**config.mk**
```make
export PLATFORM = sky130hd
export DESIGN_NAME = memory_requester
export DESIGN_NICKNAME = d
export VERILOG_FILES = /design/src/rtl/memory_requester_pkg.sv /design/src/rtl/memory_request_arbiter.sv /design/src/rtl/memory_requester.sv
export SDC_FILE = /design/constraint.sdc
export NUM_CORES = 1
export LEC_CHECK = 0
export BUFFER_PORTS_ARGS = -buffer_cell sky130_fd_sc_hd__buf_2
export CAP_MARGIN = 5
export CORE_AREA = 4 4 287 289
export CTS_CLUSTER_SIZE = 14
export DETAILED_ROUTE_END_ITERATION = 6
export DIE_AREA = 0 0 291 293
export GPL_TIMING_DRIVEN = 0
export HOLD_SLACK_MARGIN = 0.05
export PLACE_DENSITY = 0.5
export REMOVE_ABC_BUFFERS = 1
export SETUP_SLACK_MARGIN = 0.02
export SYNTH_ARGS = -nofsm -noshare
export SYNTH_HDL_FRONTEND = slang
export SYNTH_SLANG_ARGS = --single-unit
```
**constraint.sdc**
```tcl
create_clock -name clk -period 3.6 [get_ports clk]
set_input_delay 0.72 -clock clk [delete_from_list [all_inputs] [get_ports clk]]
set_output_delay 0.72 -clock clk [all_outputs]
set_load 0.01 [all_outputs]
```
**src/rtl/memory_requester_pkg.sv**
```systemverilog
// Shared constants for the memory requester: default geometry, FSM state
// encodings and the client identifier used by the arbiter.
package memory_requester_pkg;

  localparam int DEF_MEMORY_ADDRESS_SIZE    = 32;
  localparam int DEF_CACHE_LINE_SIZE        = 128;
  localparam int DEF_MEMORY_OP_DELAY_CYCLES = 5;

  localparam logic [1:0] IDLE       = 2'd0;
  localparam logic [1:0] ACTIVE     = 2'd1;
  localparam logic [1:0] WAIT_READY = 2'd2;
  localparam logic [1:0] DONE       = 2'd3;

  typedef enum logic {
    CLIENT_IC = 1'b0,
    CLIENT_DC = 1'b1
  } client_t;

endpackage

```
**src/rtl/memory_request_arbiter.sv**
```systemverilog
// Two-way round-robin arbiter: req[0] is the icache, req[1] the dcache.
// On a tie the client that did not win last time is granted.
module memory_request_arbiter
  import memory_requester_pkg::*;
(
  input  logic       clk,
  input  logic       reset,
  input  logic [1:0] req,
  input  logic       update,
  output logic [1:0] grant
);

  client_t r_lastGrant;

  always_comb begin
    grant = req;
    if (req == 2'b11) begin
      grant = (r_lastGrant == CLIENT_IC) ? 2'b10 : 2'b01;
    end
  end

  // Reset favours the dcache on the first tie by recording the icache as last winner.
  always_ff @(posedge clk) begin
    if (reset) begin
      r_lastGrant <= CLIENT_IC;
    end else if (update && (grant != 2'b00)) begin
      r_lastGrant <= grant[1] ? CLIENT_DC : CLIENT_IC;
    end
  end

endmodule

```
**src/rtl/memory_requester.sv**
```systemverilog
// Initiator side of the line-transfer protocol: arbitrates icache/dcache line
// requests and runs one Memory transaction at a time with registered outputs.
module memory_requester
  import memory_requester_pkg::*;
#(
  parameter int MEMORY_ADDRESS_SIZE    = DEF_MEMORY_ADDRESS_SIZE,
  parameter int CACHE_LINE_SIZE        = DEF_CACHE_LINE_SIZE,
  parameter int MEMORY_OP_DELAY_CYCLES = DEF_MEMORY_OP_DELAY_CYCLES
) (
  input  logic                           clk,
  input  logic                           reset,
  input  logic                           ic_req,
  input  logic [MEMORY_ADDRESS_SIZE-1:0] ic_addr,
  output logic                           ic_ready,
  output logic [CACHE_LINE_SIZE-1:0]     ic_data,
  input  logic                           dc_req,
  input  logic                           dc_op,
  input  logic [MEMORY_ADDRESS_SIZE-1:0] dc_addr,
  input  logic [CACHE_LINE_SIZE-1:0]     dc_wdata,
  output logic                           dc_ready,
  output logic [CACHE_LINE_SIZE-1:0]     dc_rdata,
  output logic                           mem_enable,
  output logic                           mem_op,
  output logic [MEMORY_ADDRESS_SIZE-1:0] mem_address,
  output logic [CACHE_LINE_SIZE-1:0]     mem_data_in,
  output logic                           mem_op_init,
  output logic                           mem_op_done,
  input  logic [CACHE_LINE_SIZE-1:0]     mem_data_out,
  input  logic                           mem_data_ready,
  output logic                           busy
);

  localparam int OFFSET_BITS = $clog2(CACHE_LINE_SIZE / 8);
  localparam int CNT_W       = $clog2(MEMORY_OP_DELAY_CYCLES + 2);
  localparam logic [CNT_W-1:0] CNT_LAST = CNT_W'(MEMORY_OP_DELAY_CYCLES + 1);
  localparam logic [MEMORY_ADDRESS_SIZE-1:0] LOW_MASK =
    MEMORY_ADDRESS_SIZE'((64'd1 << OFFSET_BITS) - 64'd1);

  logic [1:0]                     r_state;
  client_t                        r_client;
  logic [CNT_W-1:0]               r_cnt;
  logic [1:0]                     w_req;
  logic [1:0]                     w_grant;
  logic                           w_accept;
  logic [MEMORY_ADDRESS_SIZE-1:0] w_reqAddr;
  logic [MEMORY_ADDRESS_SIZE-1:0] w_alignedAddr;

  assign w_req         = {dc_req, ic_req};
  assign w_accept      = (r_state == IDLE) && (w_grant != 2'b00) && !mem_data_ready;
  assign w_reqAddr     = w_grant[1] ? dc_addr : ic_addr;
  assign w_alignedAddr = w_reqAddr & ~LOW_MASK;

  memory_request_arbiter u_arbiter (
    .clk    (clk),
    .reset  (reset),
    .req    (w_req),
    .update (w_accept),
    .grant  (w_grant)
  );

  // One transaction per pass: IDLE -> ACTIVE (enable window) -> WAIT_READY -> DONE.
  // The enable window closes at the same edge Memory raises data_ready, so
  // enable is never high while data_ready is.
  always_ff @(posedge clk) begin
    if (reset) begin
      r_state     <= IDLE;
      r_client    <= CLIENT_IC;
      r_cnt       <= '0;
      ic_ready    <= 1'b0;
      ic_data     <= '0;
      dc_ready    <= 1'b0;
      dc_rdata    <= '0;
      mem_enable  <= 1'b0;
      mem_op      <= 1'b0;
      mem_address <= '0;
      mem_data_in <= '0;
      mem_op_init <= 1'b0;
      mem_op_done <= 1'b0;
      busy        <= 1'b0;
    end else begin
      case (r_state)
        IDLE: begin
          if (w_accept) begin
            r_state     <= ACTIVE;
            r_client    <= w_grant[1] ? CLIENT_DC : CLIENT_IC;
            r_cnt       <= '0;
            mem_op      <= w_grant[1] ? dc_op : 1'b0;
            mem_address <= w_alignedAddr;
            mem_data_in <= w_grant[1] ? dc_wdata : '0;
            mem_enable  <= 1'b1;
            mem_op_init <= 1'b1;
            busy        <= 1'b1;
          end
        end
        ACTIVE: begin
          mem_op_init <= 1'b0;
          if (r_cnt == CNT_LAST) begin
            mem_enable <= 1'b0;
            r_state    <= WAIT_READY;
          end else begin
            r_cnt <= r_cnt + CNT_W'(1);
          end
        end
        WAIT_READY: begin
          if (mem_data_ready) begin
            mem_op_done <= 1'b1;
            r_state     <= DONE;
            if (r_client == CLIENT_IC) begin
              ic_data  <= mem_data_out;
              ic_ready <= 1'b1;
            end else begin
              if (!mem_op) begin
                dc_rdata <= mem_data_out;
              end
              dc_ready <= 1'b1;
            end
          end
        end
        DONE: begin
          mem_op_done <= 1'b0;
          ic_ready    <= 1'b0;
          dc_ready    <= 1'b0;
          busy        <= 1'b0;
          r_state     <= IDLE;
        end
        default: r_state <= IDLE;
      endcase
    end
  end

endmodule
```
==> results.ini <==
[detailed_routing]
wl_per_cell_um=17.0
route.detailed.drc=0
dr_total_vias=15743
wirelength_um=62200
ant_nets=0
via_per_inst=4.30
dr.first_iter.drc_count=666
first_pass_iters=4

[logic_synthesis]
synth_area_leaders=dfxtp_1, a21oi_1, nand2_1
synth-async-reset-ratio_pct=0
synth-edff-count=0
syn_area_per_cell_um2=8.16
synth_cells=1916
syn_area_um2=15600
yosys_warnings=0
ys_types=38
yosysSeqAreaShare_pct=54.5
synth_top_flop_cell=dfxtp_1
yosys.area.top_type=dfxtp_1
synth_top_area_share_pct=54.5
ys_ff_latch=426

[min_path]
hold_class=in2reg

[timing]
rsz0062_at_grt=no
timing.slew.headroom_pct=37.8
finalHoldViolations=0
drv_slew=0
worst_slack_ns=0.410
fin_tns_setup_ns=0
clock_skew_ns=0.0169
layout_min_cycle_time_ns=3.19
setup_viol=0
period_share_pct=88.6
worst-slew-pin-transition_ns=0.931
fmax_mhz=313

[setup_path]
cp-start-kind=register
r2r_slack_ns=0.41
path_max_fanout=18
cp.arrival_ns=3.60
path_class=reg2reg
cp-end-kind=register
cp.required_ns=4.01

[cts]
post_cts_resized=0
clk_latency_ns=0.58
ctsHtreeMaxLevel=2
cts.sink_count=426
clock_path_buffers=3
cts_hold_buf=0
root_buffer=clkbuf_16
cts_buffers=49
post_cts_buffers=0
path_clk_slew_ns=0.07
cts_tree=built

[grt]
grt_max_degree=142
grt_antenna_before_repair=14
grt_use_total_pct=13.6
grt_pass1_wl_um=93500
grt_overflow=0
first_global_vias=15067

[cells_and_area]
num-fill-cells=8818
fin_nets=2891
area_delta_synth_final_pct=41.6
drive_gt1_share_pct=33.0

[placed_design]
io_buffers=736
routabilityCongestion=0.769
pre_cts_slack_ns=0.283
dp_hpwl_um=44800

[floorplanning]
rows=104
core_area_um2=79900
die_h_um=293
die_x_um=291
start_util_pct=19.6
die-area_um2=85300
pin_count=749

[power_and_ir_drop]
pwr_density_cell_nw_per_um2=604
peakVddDrop_uv=616
leakage_nw=9.37

[outcome]
status=finished clean

[job]
drv_cap=0

-- stage by stage --
stage	instance area (um2)	std cells	hold WS, ns	util (%)	total power [mW]
finish	22100	3662	0.385	27.7	13.4
global route	22100	3657	0.343	27.7	14.1
CTS	22100	3655	0.331	27.7	13.6
detailed placement	20500	3568	0.443	25.7	8.56
global placement	19800	3534	0.439	24.8	8.43
floorplan	14800	1738	0.471	-	6.95
-- placed cells by master, fill, tap and decap left out, types with 2 or more instances in the layout --
cell type and count:
a21oi_1 421, inv_6 2, conb_1 4, clkbuf_16 49, buf_16 13, diode_2 7
buf_2 735, nand2_1 518, clkbuf_1 10, dfxtp_1 426, nor2_1 4, clkinv_2 9
nand4b_1 2, inv_1 6, o2111ai_1 3, o21ai_1 16, buf_12 7, a221oi_1 2
bufinv_16 2, clkbuf_8 13, nand3_1 130, buf_8 14, o21ai_0 119, mux2i_1 29
ha_1 5, a211oi_1 33
-- worst paths after layout --
check | end | from | cells after the start
max | dc_rdata[25] | r_state[0] | 12
min | ic_data[44] | mem_data_out[44] | 3
max reg2reg | dc_rdata[25] | r_state[0] | 12
min reg2reg | dc_rdata[53] | dc_rdata[53] | 2
-- cells by family after synthesis --
logic type	share of synthesized area [%]
AND/OR/NAND/NOR	17.3
multiplexers	1.86
other	0.0240
flip-flops	54.5
adder cells (fa/ha/maj)	0.480
AO/OA/AOI/OAI	20.2
buffers and inverters	5.61
-- registers in the layout (all words and copies together) (netlist names) --
| name | count |
|---|---|
| busy | 1 |
| dc_rdata | 128 |
| dc_ready | 1 |
| ic_data | 128 |
| ic_ready | 1 |
| mem_address | 28 |
| mem_data_in | 128 |
| mem_enable | 1 |
| mem_op | 1 |
| mem_op_done | 1 |
| mem_op_init | 1 |
| r_client | 1 |
| r_cnt | 3 |
| r_state | 2 |
| u_arbiter.r_lastGrant | 1 |
-- synth_stat cells, types with 2 or more instances --
cell         n
ha_1         6
a21oi_1    421
nand4b_1     2
clkbuf_1    92
a221oi_1     2
nor2_1       5
buf_2       68
o21ai_0    119
nand2_1    518
o2111ai_1    3
a211oi_1    33
nand3_1    130
buf_6        3
buf_4       17
inv_1        6
mux2i_1     29
o21ai_1     16
dfxtp_1    426
-- worst max-delay path, stage by stage (launching register included) --
cell and delay, ns:
dfxtp_1 0.33, inv_1 0.10, ha_1 0.35, nand4b_1 0.71, buf_16 0.43, buf_8 0.17
buf_8 0.16, buf_8 0.15, buf_6 0.15, buf_8 0.16, buf_8 0.17, nand2_1 0.07
a21oi_1 0.06
-- report_power, final --
part	total (mW)	switching, mW	internal (mW)
clock network	4.94	2.03	2.91
registers	5.36	0.208	5.15
logic	3.07	2.03	1.03
-- area by class of cell --
cell class	instances	area (um2)	share of cell area (%)
diodes	7	17.5	0.0791
clock buffers	72	1440	6.52
well taps	1060	1330	5.99
flip-flops and latches	426	8530	38.5
inverters	7	28.8	0.130
repair buffers	770	4400	19.9
multi-input cells	1305	6260	28.3
clock inverters	15	139	0.627
-- routing by layer --
layer | part of all wire [%] | vias to the layer above | GRT usage (%)
met1 | 41 | 7315 | 16.3
met2 | 47 | 553 | 22.7
li1 | - | 7772 | -
met3 | 9.5 | 95 | 5.43
met5 | 0.085 | - | 0
met4 | 2.4 | 8 | 3.83
Power figures use the tool's default switching activity.
